[config.mk]
export PLATFORM = sky130hd
export DESIGN_NAME = div_ctrl
export DESIGN_NICKNAME = d
export VERILOG_FILES = /design/src/rtl/div_ctrl_pkg.sv /design/src/rtl/div_step.sv /design/src/rtl/div_ctrl.sv
export SDC_FILE = /design/constraint.sdc
export NUM_CORES = 1
export LEC_CHECK = 0
export CORE_MARGIN = 1
export CORE_UTILIZATION = 50
export DETAILED_ROUTE_END_ITERATION = 6
export GPL_ROUTABILITY_DRIVEN = 0
export PLACE_DENSITY = 0.69
export SYNTH_ARGS = -nofsm -noshare
export SYNTH_HDL_FRONTEND = slang
export SYNTH_SLANG_ARGS = --single-unit
[constraint.sdc]
create_clock -name clk -period 4.18 [get_ports clk]
set_clock_uncertainty 0.2 [all_clocks]
set_input_delay 1.254 -clock clk [delete_from_list [all_inputs] [get_ports clk]]
set_output_delay 1.254 -clock clk [all_outputs]
set_load 0.05 [all_outputs]
[src/rtl/div_ctrl_pkg.sv]
// Shared types and constants for the multi-cycle restoring divider.
package div_ctrl_pkg;

  typedef logic [31:0] Reg_t;
  typedef logic [63:0] DoubleReg_t;

  typedef enum logic [1:0] {
    IDLE    = 2'd0,
    DIVZERO = 2'd1,
    DIVON   = 2'd2,
    DIVEND  = 2'd3
  } DivState_t;

  typedef logic [5:0] DivCnt_t;

  localparam DivCnt_t DIV_STEPS = 6'd32;

endpackage

[src/rtl/div_step.sv]
// One restoring step: shift the next dividend bit into a 33-bit partial
// remainder, subtract the divisor when it fits, and shift in the quotient bit.
module div_step
  import div_ctrl_pkg::*;
(
  input  Reg_t rem,
  input  Reg_t quo,
  input  Reg_t divisor,
  output Reg_t rem_nxt,
  output Reg_t quo_nxt
);

  logic [32:0] pr;
  logic [32:0] diff;

  assign pr   = {rem, quo[31]};
  // Borrow out of the subtract means the divisor did not fit this step.
  assign diff = pr - {1'b0, divisor};

  assign rem_nxt = diff[32] ? pr[31:0] : diff[31:0];
  assign quo_nxt = {quo[30:0], ~diff[32]};

endmodule

[src/rtl/div_ctrl.sv]
// Multi-cycle signed/unsigned 32-bit divider controller (IDLE/DIVZERO/DIVON/DIVEND).
// Define DIV_ZERO_FASTPATH_EN to short-circuit a zero divisor to a zero result.
module div_ctrl
  import div_ctrl_pkg::*;
#(
  parameter int DATA_W = 32
) (
  input  logic                  clk,
  input  logic                  rst,
  input  logic                  start_i,
  input  logic                  annul_i,
  input  logic                  signed_div_i,
  input  logic [DATA_W-1:0]     opdata1_i,
  input  logic [DATA_W-1:0]     opdata2_i,
  output logic [2*DATA_W-1:0]   result_o,
  output logic                  ready_o,
  output logic                  busy_o
);

  DivState_t  state, state_n;
  DivCnt_t    cnt, cnt_n;
  Reg_t       rem, rem_n, quo, quo_n, dvs, dvs_n;
  logic       neg_q, neg_q_n, neg_r, neg_r_n;
  DoubleReg_t result, result_n;
  logic       ready, ready_n, busy;

  Reg_t mag1, mag2, step_rem, step_quo, rem_fix, quo_fix;

  assign mag1 = (signed_div_i && opdata1_i[31]) ? -opdata1_i : opdata1_i;
  assign mag2 = (signed_div_i && opdata2_i[31]) ? -opdata2_i : opdata2_i;

  assign rem_fix = neg_r ? -rem : rem;
  assign quo_fix = neg_q ? -quo : quo;

  div_step u_step (
    .rem     (rem),
    .quo     (quo),
    .divisor (dvs),
    .rem_nxt (step_rem),
    .quo_nxt (step_quo)
  );

  always_comb begin
    state_n  = state;
    cnt_n    = cnt;
    rem_n    = rem;
    quo_n    = quo;
    dvs_n    = dvs;
    neg_q_n  = neg_q;
    neg_r_n  = neg_r;
    result_n = result;
    ready_n  = ready;
    if (state != IDLE && annul_i) begin
      state_n  = IDLE;
      result_n = '0;
      ready_n  = 1'b0;
    end else begin
      case (state)
        IDLE: begin
          if (start_i && !annul_i) begin
            rem_n   = '0;
            quo_n   = mag1;
            dvs_n   = mag2;
            neg_q_n = signed_div_i && (opdata1_i[31] ^ opdata2_i[31]);
            neg_r_n = signed_div_i && opdata1_i[31];
            cnt_n   = '0;
`ifdef DIV_ZERO_FASTPATH_EN
            state_n = (opdata2_i == '0) ? DIVZERO : DIVON;
`else
            state_n = DIVON;
`endif
          end
        end
        DIVZERO: begin
`ifdef DIV_ZERO_FASTPATH_EN
          state_n  = DIVEND;
          result_n = '0;
          ready_n  = 1'b1;
`else
          state_n  = IDLE;
`endif
        end
        DIVON: begin
          if (cnt != DIV_STEPS) begin
            rem_n = step_rem;
            quo_n = step_quo;
            cnt_n = cnt + DivCnt_t'(1);
          end else begin
            // All 32 steps done: this edge spends one cycle on sign correction.
            result_n = {rem_fix, quo_fix};
            ready_n  = 1'b1;
            state_n  = DIVEND;
          end
        end
        DIVEND: begin
          if (!start_i) begin
            state_n  = IDLE;
            result_n = '0;
            ready_n  = 1'b0;
          end
        end
        default: state_n = IDLE;
      endcase
    end
  end

  always_ff @(posedge clk or negedge rst) begin
    if (!rst) begin
      state  <= IDLE;
      cnt    <= '0;
      rem    <= '0;
      quo    <= '0;
      dvs    <= '0;
      neg_q  <= 1'b0;
      neg_r  <= 1'b0;
      result <= '0;
      ready  <= 1'b0;
      busy   <= 1'b0;
    end else begin
      state  <= state_n;
      cnt    <= cnt_n;
      rem    <= rem_n;
      quo    <= quo_n;
      dvs    <= dvs_n;
      neg_q  <= neg_q_n;
      neg_r  <= neg_r_n;
      result <= result_n;
      ready  <= ready_n;
      busy   <= (state_n != IDLE);
    end
  end

  assign result_o = result;
  assign ready_o  = ready;
  assign busy_o   = busy;

endmodule

==> summary.txt <==
outcome: finished clean
Synth Area per Inst: 8.309 sq um
final critical-path required period: 3823 ps
Yosys Warn Count: 0
Detailed Route Iter0 Violations: 681
Die Y: 151.4 um
first-pass GRT wire length: 46090 um
Synth async-reset ratio: 100.0%
Worst Path Arrival: 3910 ps
Slew @ Worst Pin: 1046 ps
CTS Buffer Depth: 2
Clock transition at path regs: 70 ps
Worst setup SP type: input pin
worst skew pair latency: 440 ps
fillers: 1973
Routed wire per std cell: 15.95 um
Yosys top cell area share: 38.57%
top cells by count, synth: nand2_1 (206), dfrtp_1 (172), o21ai_1 (139)
Vias: 9843
Rel. slew slack: 30.25%
hold_buf cts: 0
vias in the first global route: 9162
Row Count: 54
Finish-stage setup viols: 0
Buffers on Ports: 134
Yosys top cell by area: dfrtp_1
Total Power: 7.798 mW
EDFF count, synth: 0
max_cap viols: 0
fmax: 261.6 MHz
Tightest Hold Check Type: flip-flop to flip-flop
post-cts resize count: 0
Mapped Area: 0.01116 sq mm
worst reg-to-reg path cell count: 13
cell count after synthesis: 1343
leakage: 5.784 nW
CTS tree: done
RSZ-0062 raised after global routing: no
#FFs+latches synth: 172
CTS Buf Count: 17
drt via density: 5.602
minimum hold slack: 280.4 ps
Synth area leaders: dfrtp_1 (39%), xor2_1 (7.6%), nand2_1 (6.9%)
Crit Path Class: input pin to flip-flop
Seq/Total Area, Yosys: 38.57%
Post CTS Setup Buffer Count: 0
worst vdd ir: 0.0003796 V
Netlist cell types: 61
Chip Width: 151.4 um
GRT Overall Usage: 25.66%
Die ar.: 0.02292 sq mm
Tcrit/Tclk final: 91.47%
# IOs: 135
clock sink count: 172
DRC: 0
router iterations before antenna repair: 5
diodes inserted: 0
CP startpoint: opdata1_i[8]
fin. max-slew vios: 0
area delta synth->final: 21.29%
net count after synthesis: 1451
H-tree depth: 4
Reg-to-Reg Start: quo[31]
setup slack, reg-to-reg: 430 ps
Required @ worst endpoint: 4270 ps
Layout Nets: 1572
worst hold start: result_o[40]
core box area: 0.02182 sq mm
CP endpoint: quo[22]
DRT antenna net count: 0
Crit. End Element: flip-flop
PwrDens: 576.1 mW/mm^2
WL final: 28020 um
total grt overflow: 0
Reg-to-Reg End: rem[20]
top-count cell post-synth: nand2_1
initial antenna violation count: 0
final hold violation count: 0
pin count of the biggest net entering global routing: 106
CP max FO: 3
Starting Density: 51.14%
layout cell share with drive strength beyond 1: 6.093%
hpwl dp: 20960 um
root buf cell: clkbuf_16
Synth Flop Type: dfrtp_1
[layout by cell type, fill, tap and decap left out, types with 38 or more instances in the layout]
cell / instances
nor2_1: 85
xnor2_1: 53
clkdlybuf4s50_1: 133
dfrtp_1: 172
xor2_1: 97
a21oi_1: 93
ha_1: 38
o21ai_1: 139
nand2_1: 205
o21ai_0: 69
inv_1: 53
[flip-flops by register name, indices dropped and copies added (netlist names)]
name      flops
busy_o        1
cnt           6
dvs          32
neg_q         1
neg_r         1
quo          32
ready_o       1
rem          32
result_o     64
state         2
[how the worst min path moves through the flow]
stage	endpoint	slack (ps)	cells past startpoint
floorplan	dvs[11]	250	2
global placement	ready_o	260	2
detailed placement	ready_o	270	2
CTS	result_o[42]	280	2
global route	result_o[22]	310	2
finish	result_o[40]	280	2
[metrics by stage]
stage / instance area, sq um / TNS [ps] / cells / setup WS, ps / utilization (%)
6_report: 13540 / 0 / 1757 / 356.7 / 62.02
5_1_grt: 13540 / 0 / 1757 / 194.5 / 62.02
4_1_cts: 13540 / 0 / 1757 / 386.3 / 62.02
3_5_place_dp: 12940 / -22.15 / 1725 / -22.15 / 59.29
3_3_place_gp: 12940 / 0 / 1725 / 15.20 / 59.29
2_1_floorplan: 11160 / 0 / 1343 / 572.0 / -
[critical path: stages]
cell             delay, ps
clkdlybuf4s50_1        410
or4_1                  550
or3_1                  410
or3_1                  380
o21ai_1                240
o21ai_0                180
xnor2_1                190
nor2_1                  50
a21oi_1                150
a21oi_1                 80
[power by group]
| group | internal [mW] | switching (mW) |
|---|---|---|
| Combinational | 1.65 | 2.08 |
| Clock | 0.909 | 0.729 |
| Sequential | 1.93 | 0.498 |
| Total | 4.49 | 3.31 |
[per-layer routing]
layer	routed length (um)	GRT usage, %	up-vias
li1	-	-	4919
met1	13820	38.67	4598
met2	12240	38.11	294
met3	1548	3.133	32
met4	404	7.750	0
met5	0	0	-
[layout make-up]
class	instances	area (sq um)	share of cell area [%]
clock buffers	18	439.2	3.245
clock inverters	14	156.4	1.155
inverters	53	198.9	1.470
multi-input cells	1050	6449	47.64
flip-flops and latches	172	4304	31.80
well taps	280	350.3	2.588
repair buffers	170	1638	12.10
[cell families after synthesis]
| kind of cell | after synthesis | synth area share (%) |
|---|---|---|
| AND/OR/NAND/NOR | 434 | 17.91 |
| flip-flops | 172 | 38.57 |
| XOR/XNOR | 150 | 11.77 |
| buffers and inverters | 121 | 4.092 |
| multiplexers | 26 | 2.332 |
| AO/OA/AOI/OAI | 400 | 20.80 |
| adder cells (fa/ha/maj) | 40 | 4.530 |
(Power assumes the default switching activity.)
